## config.mk

```make
export PLATFORM = sky130hd
export DESIGN_NAME = mux_a_pipe
export DESIGN_NICKNAME = d
export VERILOG_FILES = /design/src/rtl/mux_a_pipe.sv
export SDC_FILE = /design/constraint.sdc
export NUM_CORES = 1
export LEC_CHECK = 0
export BUFFER_PORTS_ARGS = -buffer_cell sky130_fd_sc_hd__buf_2
export CORE_ASPECT_RATIO = 2
export CORE_MARGIN = 2
export CORE_UTILIZATION = 40
export DETAILED_ROUTE_END_ITERATION = 10
export PLACE_DENSITY = 0.68
export SETUP_SLACK_MARGIN = 0.1
export SLEW_MARGIN = 20
export SYNTH_ARGS = -nofsm -noshare
export SYNTH_HDL_FRONTEND = slang
export SYNTH_SLANG_ARGS = --single-unit
```

## constraint.sdc

```tcl
create_clock -name clk -period 2.4 [get_ports clk]
set_clock_uncertainty 0.1 [all_clocks]
set_input_delay 0.24 -clock clk [delete_from_list [all_inputs] [get_ports clk]]
set_output_delay 0.24 -clock clk [all_outputs]
set_load 0.02 [all_outputs]
```

## src/rtl/mux_a_pipe.sv

```systemverilog
// mux_a_pipe: registered N:1 operand-A select for the CPU datapath.
// One of NSRC sources is chosen per accepted transfer and held in a
// two-entry skid buffer (main + skid), so upstream and downstream can
// stall independently. Also flags out-of-range selects (sticky) and
// counts delivered operands.
//
// Handshake: a transfer happens on a side only in a cycle where both
// valid and ready are high at the rising clock edge. A producer holds
// valid and its payload until it sees ready; ready never depends
// combinationally on valid. Here in_ready is decoded from registered
// state only, with no combinational path from out_ready.
module mux_a_pipe #(
  parameter int WIDTH = 16,
  parameter int NSRC  = 4,
  parameter int SELW  = 2,
  parameter int CNTW  = 8
) (
  input  logic                  clk,
  input  logic                  rst,
  input  logic [NSRC*WIDTH-1:0] src_data,
  input  logic [SELW-1:0]       sel,
  input  logic                  in_valid,
  output logic                  in_ready,
  output logic [WIDTH-1:0]      out_data,
  output logic                  out_valid,
  input  logic                  out_ready,
  output logic                  sel_err,
  input  logic                  err_clr,
  output logic [CNTW-1:0]       xfer_cnt,
  output logic [1:0]            dbg_state
);

  typedef enum logic [1:0] {
    ST_EMPTY = 2'd0,
    ST_ONE   = 2'd1,
    ST_FULL  = 2'd2
  } state_t;

  state_t           state_q;
  logic [WIDTH-1:0] main_q;
  logic [WIDTH-1:0] skid_q;
  logic             in_ready_q;
  logic             out_valid_q;
  logic             sel_err_q;
  logic             sel_err_d;
  logic [CNTW-1:0]  cnt_q;
  logic [CNTW-1:0]  cnt_d;
  logic [WIDTH-1:0] muxed;
  logic [31:0]      sel_ext;
  logic             sel_bad;
  logic             accept;
  logic             drain;

  assign sel_ext = {{(32-SELW){1'b0}}, sel};
  assign sel_bad = (sel_ext >= 32'(NSRC));
  assign accept  = in_valid & in_ready_q;
  assign drain   = out_valid_q & out_ready;

  // Source select; an out-of-range index yields zero.
  always_comb begin
    muxed = '0;
    for (int i = 0; i < NSRC; i++) begin
      if (sel_ext == 32'(i)) muxed = src_data[i*WIDTH +: WIDTH];
    end
  end

  // Next values for the sticky error flag (set beats clear) and the counter.
  always_comb begin
    sel_err_d = sel_err_q;
    if (accept && sel_bad) sel_err_d = 1'b1;
    else if (err_clr)      sel_err_d = 1'b0;
    cnt_d = drain ? cnt_q + 1'b1 : cnt_q;
  end

  // Skid-buffer FSM with registered in_ready/out_valid and data storage.
  always_ff @(posedge clk) begin
    if (rst) begin
      state_q     <= ST_EMPTY;
      main_q      <= '0;
      skid_q      <= '0;
      in_ready_q  <= 1'b1;
      out_valid_q <= 1'b0;
      sel_err_q   <= 1'b0;
      cnt_q       <= '0;
    end else begin
      sel_err_q <= sel_err_d;
      cnt_q     <= cnt_d;
      case (state_q)
        ST_EMPTY: begin
          if (accept) begin
            main_q      <= muxed;
            state_q     <= ST_ONE;
            out_valid_q <= 1'b1;
            in_ready_q  <= 1'b1;
          end
        end
        ST_ONE: begin
          if (accept && drain) begin
            main_q <= muxed;
          end else if (accept) begin
            skid_q      <= muxed;
            state_q     <= ST_FULL;
            in_ready_q  <= 1'b0;
            out_valid_q <= 1'b1;
          end else if (drain) begin
            state_q     <= ST_EMPTY;
            out_valid_q <= 1'b0;
            in_ready_q  <= 1'b1;
          end
        end
        ST_FULL: begin
          if (drain) begin
            main_q      <= skid_q;
            state_q     <= ST_ONE;
            in_ready_q  <= 1'b1;
            out_valid_q <= 1'b1;
          end
        end
        default: begin
          state_q     <= ST_EMPTY;
          out_valid_q <= 1'b0;
          in_ready_q  <= 1'b1;
        end
      endcase
    end
  end

  assign in_ready  = in_ready_q;
  assign out_valid = out_valid_q;
  assign out_data  = main_q;
  assign sel_err   = sel_err_q;
  assign xfer_cnt  = cnt_q;
  assign dbg_state = state_q;

endmodule

```

== Yosys cells after proc, flatten, opt, wreduce, memory -nomap -nowiden ==
Cells that the tools add are included.
Word-level totals
  register bits: 45
  word-level logic and storage cells: 58
  bits of input ports: 71
Operators by class
  equal/unequal tests: 10
  bitwise logic cells: 3
  $add $sub $neg: 1
  muxes and demuxes: 26
  reduce and logical (&&, ||, !) cells: 10
  $lt $le $gt $ge: 1
Operators with widths (number)
  $mux W16: 7
  $pmux W16 S3: 1
  $logic_not A32 Y1: 1
  $mux W1: 10
  $mux W2: 5
  $add A8 B1 Y8 const B: 1
  $ne A2 B2 Y1 const B: 4
  $reduce_and A4 Y1: 2
  $eq A2 B2 Y1 const B: 3
  $pmux W1 S3: 2
  $pmux W2 S3: 1
  $eq A2 B1 Y1 const B: 2
  $ge A2 B3 Y1 const B: 1
  $ne A3 B3 Y1 const B: 1
  $reduce_and A3 Y1: 1
  $reduce_bool A3 Y1: 1
  $and A1 B1 Y1: 2
  $logic_and A1 B1 Y1: 2
  $logic_not A2 Y1: 1
  $reduce_and A2 Y1: 1
  $reduce_bool A2 Y1: 1
  $not A1 Y1: 1

== Logic depth before layout (Yosys ltp) ==
Gate-level depths: netlist of the first run.
  depth in word-level cells: 7
  gate-level depth with buffers: 8
  mapped depth without buffers: 6

== Worst setup path after synthesis of the first run ==
No wires, ideal clock.
  kind: reg2reg
  from: reg state_q[0], in the netlist dbg_state[0]
  to: reg main_q[1], in the netlist out_data[1]
  clock period less this slack: 1.978 ns
  setup slack: 0.422 ns
  data required time: 2.162 ns
  setup time: 0.138 ns
  cell stages (with the launch flop): 7
  path buffers: 1
  arrival time: 1.739 ns
  cell sequence: dfxtp_1 -> inv_1 -> ha_1 -> or2_1 -> a221oi_4 -> buf_2 -> a211oi_1
On the way
  longest elaborated chain between the ends: 3
  elaborated cells on any way between the ends: 9
RTL lines
  from (decl): RTL line 39  | state_t state_q;
  from (signal assigned): RTL line 78  | state_q <= ST_EMPTY;
  from (signal assigned): RTL line 92  | state_q <= ST_ONE;
  from (signal assigned): RTL line 102  | state_q <= ST_FULL;
  $eq A2 B1 Y1 (tied with other cells): RTL line 88  | case (state_q)
  $ne A2 B2 Y1 (no line) or $reduce_bool A3 Y1 (tied branches)
  $reduce_and A4 Y1 (no line)
  to (signal assigned): RTL line 91  | main_q <= muxed;
  to (signal assigned): RTL line 99  | main_q <= muxed;
  to (signal assigned): RTL line 113  | main_q <= skid_q;
  to (decl): RTL line 40  | logic [WIDTH-1:0] main_q;
Several ways; a longest one is shown, not always the timed one.
A chain may end at the register's enable or synchronous reset.

== Final worst setup path of the first run ==
  from: reg state_q[1], in the netlist dbg_state[1]
  to: reg main_q[9], in the netlist out_data[9]
The elaborated chain is that of the path after synthesis.

==> out/results.txt, run 1 <==
Outcome: completed
Routability cong.: 0.6886
Top-count cell post-synth: dfxtp_1
Crit path time final: 2.008 ns
Setup TNS: 0 ns
Post-CTS sizing: 0
Worst path required time: 2.48 ns
Pleak: 1.251 nW
Slew @ Worst Pin: 0.9056 ns
Area of the multi-input gates: 1326 sq um
Worst setup SP type: flop
Row count: 39
Synthesized flop and latch total: 44
CP Capture Type: flop
CTS tree: built
Clock sinks: 44
Tcrit/Tclk final: 83.67%
CP bufs+invs: 2
CTS Hold Bufs: 0
Relative slew slack: 39.62%
Initial Util: 41.16%
Cell family with most CP delay: compound AO/OA/AOI/OAI gates
Largest cells by area after synthesis: dfxtp_1, mux4_2, mux2i_1
Total power: 0.002877 W
Pin count of the biggest net entering global routing: 49
Max Fclk: 498.0 MHz
Final net count: 403
Vias in the first global route: 2053
Library cells used by synthesis: 33
CP arrival: 2.09 ns
Worst VDD drop: 0.7479 mV
Half-perimeter wire length after placement: 4125 um
Clock root buffer: clkbuf_16
P_sw: 0.001089 W
Die extent in x: 57.97 um
Storage cell area: 880.8 sq um
CP Max Fanout: 32
Final ANT Viol Nets: 0
Slowest stage delay, CP: 0.38 ns
Clk pwr share: 22.1%
Syn Area/Cell: 9.748 sq um
Setup violations, final: 0
RSZ-0062 raised after global routing: false
Iter 0 DRT Violations: 46
Mapped Cells: 239
Via density: 5.369
Grt ovf: 0
Max_cap viols: 0
# IOs: 100
Area grow syn2layout: 26.58%
Total vias in the final route: 2083
Reg clk slew, reported paths: 0.06 ns
Post-CTS setup buffer count: 0
Post-synth top cells: dfxtp_1, nand2_1, nor2_1, a21oi_1
Num CTS Buffers: 5
Hold Crit Class: input pin to flop
WL/cell: 13.68 um
Die Ht: 111.9 um
DIE AREA: 6488 sq um
Flop pwr share: 36.3%
Skew-Pair Late Insertion Delay: 0.28 ns
Area share of the largest cell type after synthesis: 37.81%
Ys Warns: 0
Pwr dens: 975.5 nW/um^2
Largest area contributor in the netlist: dfxtp_1
Logic gate share of total power: 41.7%
Share of cells above drive strength 1: 38.53%
Slowest-stage cell, CP: dfxtp_1
Final Max Tran Viols: 0
Register area share after synthesis: 37.81%
Critical path type: flop to flop
Final Hold Vio Count: 0
Input/output buffers: 97
Int Pwr: 0.001788 W
Syn_nets: 315
Htree depth: 2
Net Sw Frac: 37.84%
Fillers: 532
Pre-antenna DRT Iters: 4
Final wirelength: 5308 um
CTS Buffer Depth: 2
Synth Cell Area: 2330 sq um
Post-synthesis async set-or-reset flop share: 0%
Initial antenna violation count: 0
# DRC: 0
Worst-path cell chain: inv_1 -> ha_1 -> or2_1 -> a221oi_4 -> buf_12 -> nor2_1 -> a211oi_1
Number of synthesized flops with an enable pin: 0
Core area: 5660 sq um
Dominant synthesized flop cell: dfxtp_1
Total track usage: 17.46%
ANT cells: 0
First-pass GRT wire length: 9066 um
==> flip-flops by register name (all words and copies together) (netlist names) <==
name       cells
in_ready       1
skid_q        16
xfer_cnt       8
out_data      16
out_valid      1
dbg_state      2
==> worst register-to-register path, delay by kind of cell, from the launching register on <==
| family | cells | cell delay, ns |
|---|---|---|
| simple gates | 2 | 0.33 |
| buf+inv | 2 | 0.33 |
| compound gates | 2 | 0.54 |
| fa+ha+maj | 1 | 0.23 |
| flops | 1 | 0.38 |
==> routing by layer <==
layer	vias up	routed length, um	global-route usage, %
li1	1036	-	-
met1	975	1949	18.65
met2	62	2978	31.67
met3	10	273	3.833
met4	0	107	7.287
met5	-	0	0
==> cells by family after synthesis <==
group	count (synthesis)	share of synthesized area (%)
flops	44	37.81
fa+ha+maj	5	2.685
compound gates	45	13.91
xor+xnor	7	2.632
other cells	1	0.1610
simple gates	83	15.20
mux	32	22.34
buf+inv	22	5.262
==> final timing paths <==
path | from | end | slack [ns] | cells past startpoint
worst max-delay path | dbg_state[1] | out_data[9] | 0.39 | 7
worst max register to register | dbg_state[1] | out_data[9] | 0.39 | 7
worst min-delay path | out_ready | xfer_cnt[1] | 0.35 | 4
worst min register to register | skid_q[15] | skid_q[15] | 0.36 | 2
==> through the flow <==
step / util [%] / cell area [sq um] / worst slack, ns / hold slack, ns / cells
2_1_floorplan: - / 2330 / 0.4223 / 0.3205 / 239
3_3_place_gp: 49.73 / 2815 / 0.4719 / 0.3411 / 381
3_5_place_dp: 49.73 / 2815 / 0.3940 / 0.3497 / 381
4_1_cts: 52.10 / 2949 / 0.3841 / 0.3434 / 388
5_1_grt: 52.10 / 2949 / 0.2825 / 0.3723 / 388
6_report: 52.10 / 2949 / 0.3920 / 0.3486 / 388
==> final cells by class <==
| class | count | share of cell area, % |
|---|---|---|
| tap | 61 | 2.588 |
| sequential | 44 | 29.87 |
| timing repair buffer | 100 | 17.65 |
| clock buffer | 6 | 4.370 |
| inverter | 3 | 0.3818 |
| multi-input combinational | 173 | 44.97 |
| clock inverter | 1 | 0.1697 |
==> layout by cell type (no fill, tap or decap), types with 2 or more instances in the layout <==
cell type	instances
dfxtp_1	44
buf_4	2
nand2_1	39
buf_2	97
inv_1	3
a21oi_1	18
xor2_1	6
o31ai_1	2
ha_1	5
a22oi_1	2
and2_1	2
nor2_1	25
nand2b_1	2
or2_1	2
mux4_2	16
nand3_1	4
a211oi_2	3
nor3_1	2
o21ai_0	2
nand4_1	4
clkbuf_16	5
mux2i_1	16
and3_1	2
a211oi_1	15
==> power by group through the flow <==
stage          registers [W]  clock network (W)  logic [W]
2_1_floorplan        0.00124                  0   0.000687
3_3_place_gp         0.00105                  0    0.00118
3_5_place_dp         0.00106                  0    0.00121
4_1_cts              0.00105           0.000652    0.00122
5_1_grt              0.00107           0.000684    0.00131
6_report             0.00104           0.000635    0.00120
(Power assumes the default switching activity.)
==> run 2: changes to the inputs <==
--- a/config.mk
+++ b/config.mk
@@ -5,12 +5,13 @@
 export SDC_FILE = /design/constraint.sdc
 export NUM_CORES = 1
 export LEC_CHECK = 0
+export ABC_AREA = 1
 export BUFFER_PORTS_ARGS = -buffer_cell sky130_fd_sc_hd__buf_2
 export CORE_ASPECT_RATIO = 2
 export CORE_MARGIN = 2
 export CORE_UTILIZATION = 40
 export DETAILED_ROUTE_END_ITERATION = 10
-export PLACE_DENSITY = 0.68
+export PLACE_DENSITY = 0.66
 export SETUP_SLACK_MARGIN = 0.1
 export SLEW_MARGIN = 20
 export SYNTH_ARGS = -nofsm -noshare
==> constraint.sdc (replaced) <==
create_clock -name clk -period 1.85 [get_ports clk]
set_clock_uncertainty 0.1 [all_clocks]
set_input_delay 0.185 -clock clk [delete_from_list [all_inputs] [get_ports clk]]
set_output_delay 0.185 -clock clk [all_outputs]
set_load 0.02 [all_outputs]
==> out/results.txt, run 2 <==
Initial antenna violation count: 0
CP Max Fanout: 16
Tcrit/Tclk final: 90.48%
Int Pwr: 0.002708 W
Share of cells above drive strength 1: 27.29%
Half-perimeter wire length after placement: 4951 um
Hold Crit Class: input pin to flop
Area grow syn2layout: 31.18%
Worst setup SP type: flop
CP arrival: 1.75 ns
Pre-antenna DRT Iters: 4
Slowest-stage cell, CP: dfxtp_2
Pwr dens: 1292 nW/um^2
Max_cap viols: 0
Slowest stage delay, CP: 0.34 ns
Clock sinks: 44
Final net count: 588
Clk pwr share: 24.0%
Die extent in x: 61.19 um
Syn Area/Cell: 6.244 sq um
Net Sw Frac: 38.94%
R2r setup slk: 0.18 ns
Final ANT Viol Nets: 0
Pleak: 1.692 nW
Placed insts: 585
Critical path type: flop to flop
Reg clk slew, reported paths: 0.06 ns
Flop pwr share: 31.2%
Initial Util: 41.46%
Synth Cell Area: 2616 sq um
Max Fclk: 597.4 MHz
Input/output buffers: 97
Mapped Cells: 419
Core area: 6310 sq um
Commonest cells after routing, fill and taps aside: nand2_1, buf_2, nor2_1
Vias in the first global route: 2569
Setup violations, final: 0
Post-synth top cells: nand2_1, nor2_1, nand3_1, dfxtp_1, inv_1
Number of synthesized flops with an enable pin: 0
# DRC: 0
Skew-Pair Late Insertion Delay: 0.28 ns
Pre-CTS WS: 0.1570 ns
Final Hold Vio Count: 0
Pin count of the biggest net entering global routing: 39
Largest cells by area after synthesis: dfxtp_1, nand2_1, nand3_1
Synthesized flop and latch total: 44
Storage cell area: 883.3 sq um
Worst-path cell chain: inv_1 -> ha_2 -> nand3_1 -> nor2_4 -> buf_4 -> clkbuf_16 -> a21oi_1
Total vias in the final route: 2837
Worst path required time: 1.92 ns
Commonest non-fill, non-tap cell in the layout: nand2_1
Non-Filler Instances: 599
Outcome: completed
Register area share after synthesis: 33.67%
PnR worst setup slack: 0.1761 ns
Top-count cell post-synth: nand2_1
P_sw: 0.001727 W
Area of the multi-input gates: 1513 sq um
Cell family with most CP delay: simple AND/OR/NAND/NOR gates
Logic gate share of total power: 44.8%
Clock root buffer: clkbuf_16
DIE AREA: 7242 sq um
Final wirelength: 6546 um
Worst VDD drop: 0.5441 mV
Min Hold Slack: 0.06279 ns
Final Max Tran Viols: 0
Library cells used by synthesis: 30
RSZ-0062 raised after global routing: true
Ys Warns: 0
Routability cong.: 0.8248
Total track usage: 19.07%
Fillers: 704
CTS tree: built
Crit path time final: 1.674 ns
CP bufs+invs: 3
WL/cell: 10.93 um
Setup TNS: 0 ns
Iter 0 DRT Violations: 125
Syn_nets: 495
Dominant synthesized flop cell: dfxtp_1
Area share of the largest cell type after synthesis: 33.67%
Post-synthesis async set-or-reset flop share: 0%
First-pass GRT wire length: 10940 um
Row count: 41
CP Capture Type: flop
Num CTS Buffers: 5
Via density: 4.736
Die Ht: 118.4 um
CTS Buffer Depth: 2
ANT cells: 0
Grt ovf: 0
# IOs: 100
Largest area contributor in the netlist: dfxtp_1
Htree depth: 2
## run 2: worst reg2reg max path: cells and delay by family (launching register included)
kind                     cells  cell delay, ns
adder cells (fa/ha/maj)      1            0.25
AO/OA/AOI/OAI                1            0.08
AND/OR/NAND/NOR              2            0.42
buffers and inverters        3            0.37
flip-flops                   1            0.34
## run 2: path summary, 6_finish.rpt
kind                  endpoint  cells after the start          from
setup / recovery     skid_q[7]                      7  dbg_state[1]
hold / removal    dbg_state[0]                      2           rst
setup reg to reg     skid_q[7]                      7  dbg_state[1]
hold reg to reg      out_valid                      2     out_valid
## run 2: stage by stage
stage	total power, W	area, sq um	utilization, %
6_report	0.004435	3432	54.39
3_3_place_gp	0.003220	3156	50.01
5_1_grt	0.004817	3432	54.39
2_1_floorplan	0.002766	2618	-
3_5_place_dp	0.003254	3156	50.01
4_1_cts	0.004341	3338	52.91
## run 2: layout make-up
class / instances / area share [%]
repair buffers: 110 / 18.34
flip-flops and latches: 44 / 25.74
multi-input cells: 320 / 44.08
clock buffers: 7 / 4.448
inverters: 31 / 3.390
clock inverters: 1 / 0.8750
well taps: 86 / 3.135
## run 2: routing by layer
layer | GRT usage, % | wire, um
met1 | 19.70 | 2506
met2 | 36.04 | 3688
met3 | 2.079 | 230
met4 | 7.337 | 120
met5 | 0 | 0
## run 2: logic make-up after synthesis
family                   count (synthesis)  synth area share [%]
AO/OA/AOI/OAI                           65                 13.20
adder cells (fa/ha/maj)                  5                 2.391
buffers and inverters                   55                 9.134
flip-flops                              44                 33.67
other                                    1                0.1433
AND/OR/NAND/NOR                        249                 41.46
## run 2: repair_timing
action | 4_1_cts | 5_1_grt
buffers inserted | 0 | 5
endpoints found under the setup margin | 0 | 35
resized for setup | 0 | 9
endpoints found under the hold margin | 0 | 0
hold buffers | 0 | 0
## run 2: power groups by stage
stage	clock network [W]	logic [W]	registers, W
after floorplan	0	0.00115	0.00162
after global placement	0	0.00183	0.00139
after detailed placement	0	0.00185	0.00140
after CTS	0.00109	0.00186	0.00139
after global routing	0.00112	0.00228	0.00142
final	0.00107	0.00199	0.00138
